===== src/rtl/iomem_stats_poller.sv =====
// iomem_stats_poller: sweeps per-PHY gray monitor counters over iomem and
// accumulates wrap-safe binary deltas into 32-bit totals.
module iomem_stats_poller #(
    parameter logic [31:0] BASE_ADDR     = 32'h0300_0000,
    parameter int          PHY_NUM       = 4,
    parameter int          POLL_INTERVAL = 1000,
    parameter int          TIMEOUT       = 64
) (
    input  logic        clk,
    input  logic        rst,
    input  logic        enable,
    output logic        iomem_valid,
    input  logic        iomem_ready,
    output logic [3:0]  iomem_wstrb,
    output logic [31:0] iomem_addr,
    output logic [31:0] iomem_wdata,
    input  logic [31:0] iomem_rdata,
    input  logic [4:0]  sel,
    output logic [31:0] total,
    output logic        sweep_done,
    output logic        timeout_err,
    output logic [15:0] timeout_count
);
    localparam int IW = $clog2(POLL_INTERVAL + 1);
    localparam int TW = $clog2(TIMEOUT + 1);
    localparam logic [IW-1:0] PI = IW'(POLL_INTERVAL);
    localparam logic [TW-1:0] TL = TW'(TIMEOUT - 1);
    localparam logic [4:0] NS = 5'(4 * PHY_NUM);
    localparam logic [3:0] LAST = 4'(4 * PHY_NUM - 1);
    localparam logic [2:0] S_IDLE = 3'd0, S_REQ = 3'd1, S_LATCH = 3'd2, S_ABORT = 3'd3, S_NEXT = 3'd4;
    logic [2:0] state;
    logic [3:0] idx;
    logic [IW-1:0] icnt;
    logic [TW-1:0] wcnt;
    logic [15:0] gray_q, bin, delta;
    logic [31:0] tot [16];
    logic [15:0] last [16];
    logic [15:0] primed;
    logic unused_hi;
    function automatic logic [15:0] g2b(input logic [15:0] g);
        logic [15:0] b;
        b[15] = g[15];
        for (int i = 14; i >= 0; i--) b[i] = b[i+1] ^ g[i];
        return b;
    endfunction
    assign unused_hi = ^iomem_rdata[31:16];
    assign bin = g2b(gray_q);
    assign delta = bin - last[idx];
    assign iomem_valid = state == S_REQ;
    assign iomem_addr = iomem_valid ? BASE_ADDR + {22'b0, idx[3:2], 4'b0, idx[1:0], 2'b0} : 32'b0;
    assign iomem_wstrb = 4'b0;
    assign iomem_wdata = 32'b0;
    assign timeout_err = state == S_ABORT;
    assign sweep_done = state == S_NEXT && idx == LAST;
    always_ff @(posedge clk or posedge rst) begin
        if (rst) begin
            state <= S_IDLE;
            idx <= '0;
            icnt <= '0;
            wcnt <= '0;
            gray_q <= '0;
            primed <= '0;
            timeout_count <= '0;
            total <= '0;
            for (int i = 0; i < 16; i++) begin
                tot[i] <= '0;
                last[i] <= '0;
            end
        end else begin
            total <= sel < NS ? tot[sel[3:0]] : 32'b0;
            case (state)
                S_IDLE: begin
                    if (icnt != PI) icnt <= icnt + 1'b1;
                    if (enable && icnt == PI) begin
                        state <= S_REQ;
                        wcnt <= '0;
                    end
                end
                S_REQ: begin
                    if (iomem_ready) begin
                        gray_q <= {iomem_rdata[7:0], iomem_rdata[15:8]};
                        state <= S_LATCH;
                    end else if (wcnt >= TL) state <= S_ABORT;
                    else wcnt <= wcnt + 1'b1;
                end
                S_LATCH: begin
                    // first read of an index only establishes the baseline
                    if (primed[idx]) tot[idx] <= tot[idx] + {16'b0, delta};
                    last[idx] <= bin;
                    primed[idx] <= 1'b1;
                    state <= S_NEXT;
                end
                S_ABORT: begin
                    if (timeout_count != 16'hFFFF) timeout_count <= timeout_count + 1'b1;
                    state <= S_NEXT;
                end
                S_NEXT: begin
                    if (idx == LAST) begin
                        idx <= '0;
                        icnt <= '0;
                        state <= S_IDLE;
                    end else begin
                        idx <= idx + 1'b1;
                        wcnt <= '0;
                        state <= enable ? S_REQ : S_IDLE;
                    end
                end
                default: state <= S_IDLE;
            endcase
        end
    end
endmodule


===== config.mk =====
export PLATFORM = sky130hd
export DESIGN_NAME = iomem_stats_poller
export DESIGN_NICKNAME = d
export VERILOG_FILES = /design/src/rtl/iomem_stats_poller.sv
export SDC_FILE = /design/constraint.sdc
export NUM_CORES = 2
export LEC_CHECK = 0
export ABC_AREA = 1
export BUFFER_PORTS_ARGS = -buffer_cell sky130_fd_sc_hd__buf_4
export CAP_MARGIN = 20
export CORE_ASPECT_RATIO = 1.2
export CORE_MARGIN = 3
export CORE_UTILIZATION = 40
export CTS_CLUSTER_DIAMETER = 80
export DETAILED_ROUTE_END_ITERATION = 6
export PLACE_DENSITY = 0.59
export SYNTH_ARGS = -nofsm -noshare
export SYNTH_HDL_FRONTEND = slang
export SYNTH_SLANG_ARGS = --single-unit
export TNS_END_PERCENT = 1

===== constraint.sdc =====
create_clock -name clk -period 40.8 [get_ports clk]
set_input_delay 4.08 -clock clk [delete_from_list [all_inputs] [get_ports clk]]
set_output_delay 4.08 -clock clk [all_outputs]
set_load 0.005 [all_outputs]

After elaboration in Yosys (flattened, before gate mapping)
Cells that the tools add are included.

Input bits: 41. Output and inout bits: 119. Bits in registers: 872.

Reductions and logical operators: 14. Add/subtract/negate cells: 7. Multiplexer cells: 36. Order comparisons: 7. Equal/unequal tests: 15. Bitwise logic cells: 18.

Operators by type and width (number): bitwise mux 512 bit (1); binary-select mux 32 bit (select 4 bit) (2); bitwise mux 256 bit (1); two-way mux 32 bit (6); demux 32 bit (select 4 bit) (1); binary-select mux 16 bit (select 4 bit) (1); demux 16 bit (select 4 bit) (1); two-way mux 16 bit (3); adder 32 x 16 -> 32 bit (1); two-way mux 7 bit (4); adder 26 x 10 -> 27 bit (first input constant) (1); two-way mux 27 bit (1); one-hot mux 7 bit (3 select lines) (1); two-way mux 10 bit (2); one-hot mux 10 bit (2 select lines) (1); adder 16 x 1 -> 16 bit (second input constant) (1); != test 16 bit (second input constant) (1); bitwise OR 16 bit (1); subtractor 16 bit (1); bitwise XOR 1 bit (15); one-hot mux 3 bit (4 select lines) (1); adder 10 x 1 -> 10 bit (second input constant) (1); equality test 10 bit (second input constant) (1); >= comparator 5 bit (second input constant) (2); 29 further kinds (46).

Depth between registers and ports, before layout
Word-level depth: 18. Depth in mapped cells: 60.

Least setup slack after synthesis
No wires, ideal clock.

Path kind: flip-flop to output port. From: reg idx[0]. To: out iomem_addr[2]. Cell stages (with the launch flop): 10. Buffers on the path: 7. Data required time: 36.720 ns. Data arrival time: 2.524 ns. Slack: 34.196 ns. Cells stage by stage: dfrtp_1 -> inv_1 -> clkbuf_1 -> clkbuf_1 -> clkbuf_1 -> clkbuf_1 -> clkbuf_1 -> clkbuf_1 -> clkbuf_1 -> nor2_1.

Cells in the longest elaborated chain, start to end: 2.

Ends and longest elaborated chain: start, declared (line 32) `logic [3:0] idx;`; start signal, assigned (line 103) `idx <= idx + 1'b1;`; adder 26 x 10 -> 27 bit (line 50) `assign iomem_addr = iomem_valid ? BASE_ADDR + {22'b0, idx[3:2], 4'b0, idx[1:0], 2'b0} : 32'b0;`; two-way mux 27 bit (line 50); end, declared (line 15) `output logic [31:0] iomem_addr,`.

Every way passes these cells.

Worst setup path in the final report
From: reg gray_q[15]. To: reg tot[445] (netlist bit).

Cells in the longest elaborated chain, start to end: 18.

Ends and longest elaborated chain: start, declared (line 35) `logic [15:0] gray_q, bin, delta;`; start signal, assigned (line 81) `gray_q <= {iomem_rdata[7:0], iomem_rdata[15:8]};`; bitwise XOR 1 bit (*) (8 in a row) (line 43) `for (int i = 14; i >= 0; i--) b[i] = b[i+1] ^ g[i];`; via bin[7] (line 35); bitwise XOR 1 bit (*) (line 43); via bin[6] (line 35); bitwise XOR 1 bit (6 in a row) (line 43); subtractor 16 bit (*) (line 48) `assign delta = bin - last[idx];`; adder 32 x 16 -> 32 bit (*) (line 88) `if (primed[idx]) tot[idx] <= tot[idx] + {16'b0, delta};`; bitwise mux 512 bit (*) (line 88); end signal, assigned by index (line 88); end, declared (line 36) `logic [31:0] tot [16];`.

The timed path passes the listed nets; every way through them passes the cells marked *. A chain may end at the register's enable or synchronous reset.

==> results.txt <==
- The floorplan step set the die height to 374 µm.
* Area of all placed cells without fillers: 0.0500 mm²
- Total track usage: 24.5%
- Share of synthesized area occupied by flip-flops and latches: 48.2%
- The post-route netlist has 7.91% of its cells at a drive strength greater than 1.
* Count of hold buffers inserted by post-cts repair: 0
* Count of antenna-violating nets left after detailed routing: 0
- The region available for standard cell placement spans 0.112 mm².
- Most used DFF post-synth: sky130_fd_sc_hd__dfrtp_1
- The first detailed-routing pass ran for 6 iterations.
- The worst setup path is launched from a flip-flop.
- Leakage power: 22.2 nW
* Mean cell area of the mapped netlist: 7.74 µm²
- Among all stages on the critical path, the largest delay is contributed by sky130_fd_sc_hd__xor2_1.
- Max-slew violation count: 0
- Final core area utilization: 44.8%
- The worst path in the final design needs a cycle of 9.55 ns, including I/O delays and setup.
- Kind of path behind the tightest hold check: reg -> reg
* PwrDens: 37.0 mW/mm²
- During placement, the flow inserted port buffers numbering 81.
- In this run the tightest slew margin relative to its limit is 28.1%.
- Portion of the clock cycle consumed by the worst path in the final layout: 23.4%
* Peak Freq: 105 MHz
- Global-route wire length before repair: 226000 µm
* Total placed instance area: 0.0467 mm²
* Crit Path Category: reg -> reg
- Syn Std Cell Area: 0.0452 mm²
* Number of clock sinks: 872
- The synthesized design devotes to its leading area cell type 48.2% of total area.
* Total Power: 0.00185 W
* FF-to-FF setup slack: 31.25 ns
- Clock power frac: 49.5%
* Worst endpoint required time: 41.33 ns
- Transition time at the pin with the least slew margin: 1.07 ns
- Number of cell rows: 134
* Sw power: 0.000421 W
* Buffer count from post-CTS setup fixing: 0
- Maximum net fanout on the critical path: 20
- Area overhead of the layout relative to synthesis: 10.7%
* Antenna diodes: 0
* Starting utilization of the core area: 40.5%
* Switching share of power: 22.7%
- TritonCTS clock tree: done
* Leading cell types by count after synthesis: sky130_fd_sc_hd__o21ai_0, sky130_fd_sc_hd__nand2_1, sky130_fd_sc_hd__dfrtp_1
- After the first detailed-routing iteration, the DRC count stood at 4429.
- Clock transition at the registers of the reported paths: 0.06 ns
- Setup Viol. Count Final: 0
- Most numerous cell in the Yosys netlist: sky130_fd_sc_hd__o21ai_0
- Summed over all instances, the cell type with the most area after synthesis is sky130_fd_sc_hd__dfrtp_1.
* Global route overflow: 0
- The synthesized design contains 872 register bits.
- Combinational power share: 3.7%
- Together, buffers and inverters on the worst path number 6.
- Max-cap violations in this run came to 0.
- For the worst setup path, the data arrival time is 10.08 ns.
- Dividing the detail-routed wire length by the instance count gives 20.1 µm.
* Sequential share of power: 46.8%
- Worst-skew pair later-pin latency: 0.70 ns
- Number of instances resized during post-cts repair: 0
- The HPWL after detailed placement is 79800 µm.
* Layout Skew: 0.0248 ns
- Across all layers, the routed design uses 40100 vias.
- After the last flow step, the layout net total stands at 5756.
- The worst setup path is captured at a flip-flop.
- Critical path's top delay family: simple AND/OR/NAND/NOR gates
- Entering global routing, the biggest net connects 130 pins.
- Buffer type at the clock tree root: sky130_fd_sc_hd__clkbuf_16
* Maximum VDD drop: 0.0000332 V
- Unrepaired setup endpoints after global routing: false
* Die footprint: 0.117 mm²
- Warnings from Yosys: 0
- Number of distinct library cell variants in the gate-level netlist after synthesis: 51
- Pint: 0.00143 W
- Die Width: 313 µm
- Longest Clk Path Bufs: 3
- Counting flops with a built-in enable in the synthesized netlist gives 0.
* # DRC: 0
- Top-Level Pins: 160
* Smallest setup slack after layout: 31.25 ns
- In this run the number of H-tree levels came out at 3.
- Number of antenna violations at the first check in global routing: 1
- The hold violation total from the final report was 0.
* Biggest cell delay along the critical path: 0.81 ns
- Routability-driven placement finished with a final weighted congestion of 0.846.
- Share of flip-flops with an asynchronous set or reset: 100%
- After synthesis, the cell types taking the most area are sky130_fd_sc_hd__dfrtp_1, sky130_fd_sc_hd__o21ai_0, sky130_fd_sc_hd__nand2_1.
- Number of cells produced by synthesis: 5842
- DR vias/cell: 5.53
- Run status: finished, final reports clean
- Vias in the first global route: 37800
- Before CTS, the worst setup slack after placement is 31.06 ns.
- Wire length after detailed routing: 146000 µm
- Counting the buffers created by CTS gives 97.
- TNS Setup: 0 ns
layout make-up:
class	count	area, µm²
clock buffer	147	2930
clock inverter	25	368
fill	11200	61600
inverter	407	1550
multi-input combinational	4106	20000
sequential	872	21800
tap	1496	1870
timing repair buffer	193	1530
routing by layer:
metal	wire length, µm	share of wire [%]	track usage (%)
met5	13	0.0089	0
met1	62300	43	33.0
met4	4410	3.0	8.04
met3	10800	7.4	3.66
met2	68100	47	40.7
final timing paths:
check                      startpoint          to  cells after the start
max                        gray_q[15]    tot[445]                     52
min                         primed[1]   primed[1]                      2
max reg2reg                gray_q[15]    tot[445]                     52
min reg2reg                 primed[1]   primed[1]                      2
max in group asynchronous         rst  gray_q[13]                      5
min in group asynchronous         rst   total[16]                      2
worst min-delay path, cell delays in order, from the launching register on:
cell and delay, ns:
sky130_fd_sc_hd__dfrtp_1 0.32, sky130_fd_sc_hd__inv_1 0.04, sky130_fd_sc_hd__nand2_1 0.05
state kept, by name, summed over array words and instances (netlist names):
name / cells
gray_q: 16
icnt: 10
idx: 4
last: 256
primed: 16
state: 3
timeout_count: 16
tot: 512
total: 32
wcnt: 7
kinds of logic after synthesis:
kind of cell	Yosys count	share of synthesized area, %
xor+xnor	51	1.00
other cells	1	0.00829
compound gates	2097	24.2
fa+ha+maj	38	1.07
buf+inv	925	8.26
flops	872	48.2
simple gates	1842	16.8
mux	16	0.379
per-stage QoR:
step / hold WS [ns] / cells
6_report: 0.450 / 7246
5_1_grt: 0.472 / 7246
4_1_cts: 0.452 / 7239
3_5_place_dp: 0.438 / 7067
3_3_place_gp: 0.433 / 7065
2_1_floorplan: 0.423 / 5903
layout by cell type, fill, tap and decap left out, drive strengths merged, types with 62 or more instances in the layout:
master     n
inv      407
a21oi    524
nand3    210
nand2   1181
o21ai   1389
conb      62
dfrtp    872
buf      193
clkbuf   147
nor2     389
power by group through the flow:
stage	Combinational (W)	Sequential, W	Clock (W)
2_1_floorplan	0.0000471	0.000885	0
3_3_place_gp	0.0000689	0.000884	0
3_5_place_dp	0.0000692	0.000884	0
4_1_cts	0.0000694	0.000868	0.000935
6_report	0.0000686	0.000868	0.000917
5_1_grt	0.0000768	0.000867	0.000968
(Power assumes the default switching activity.)
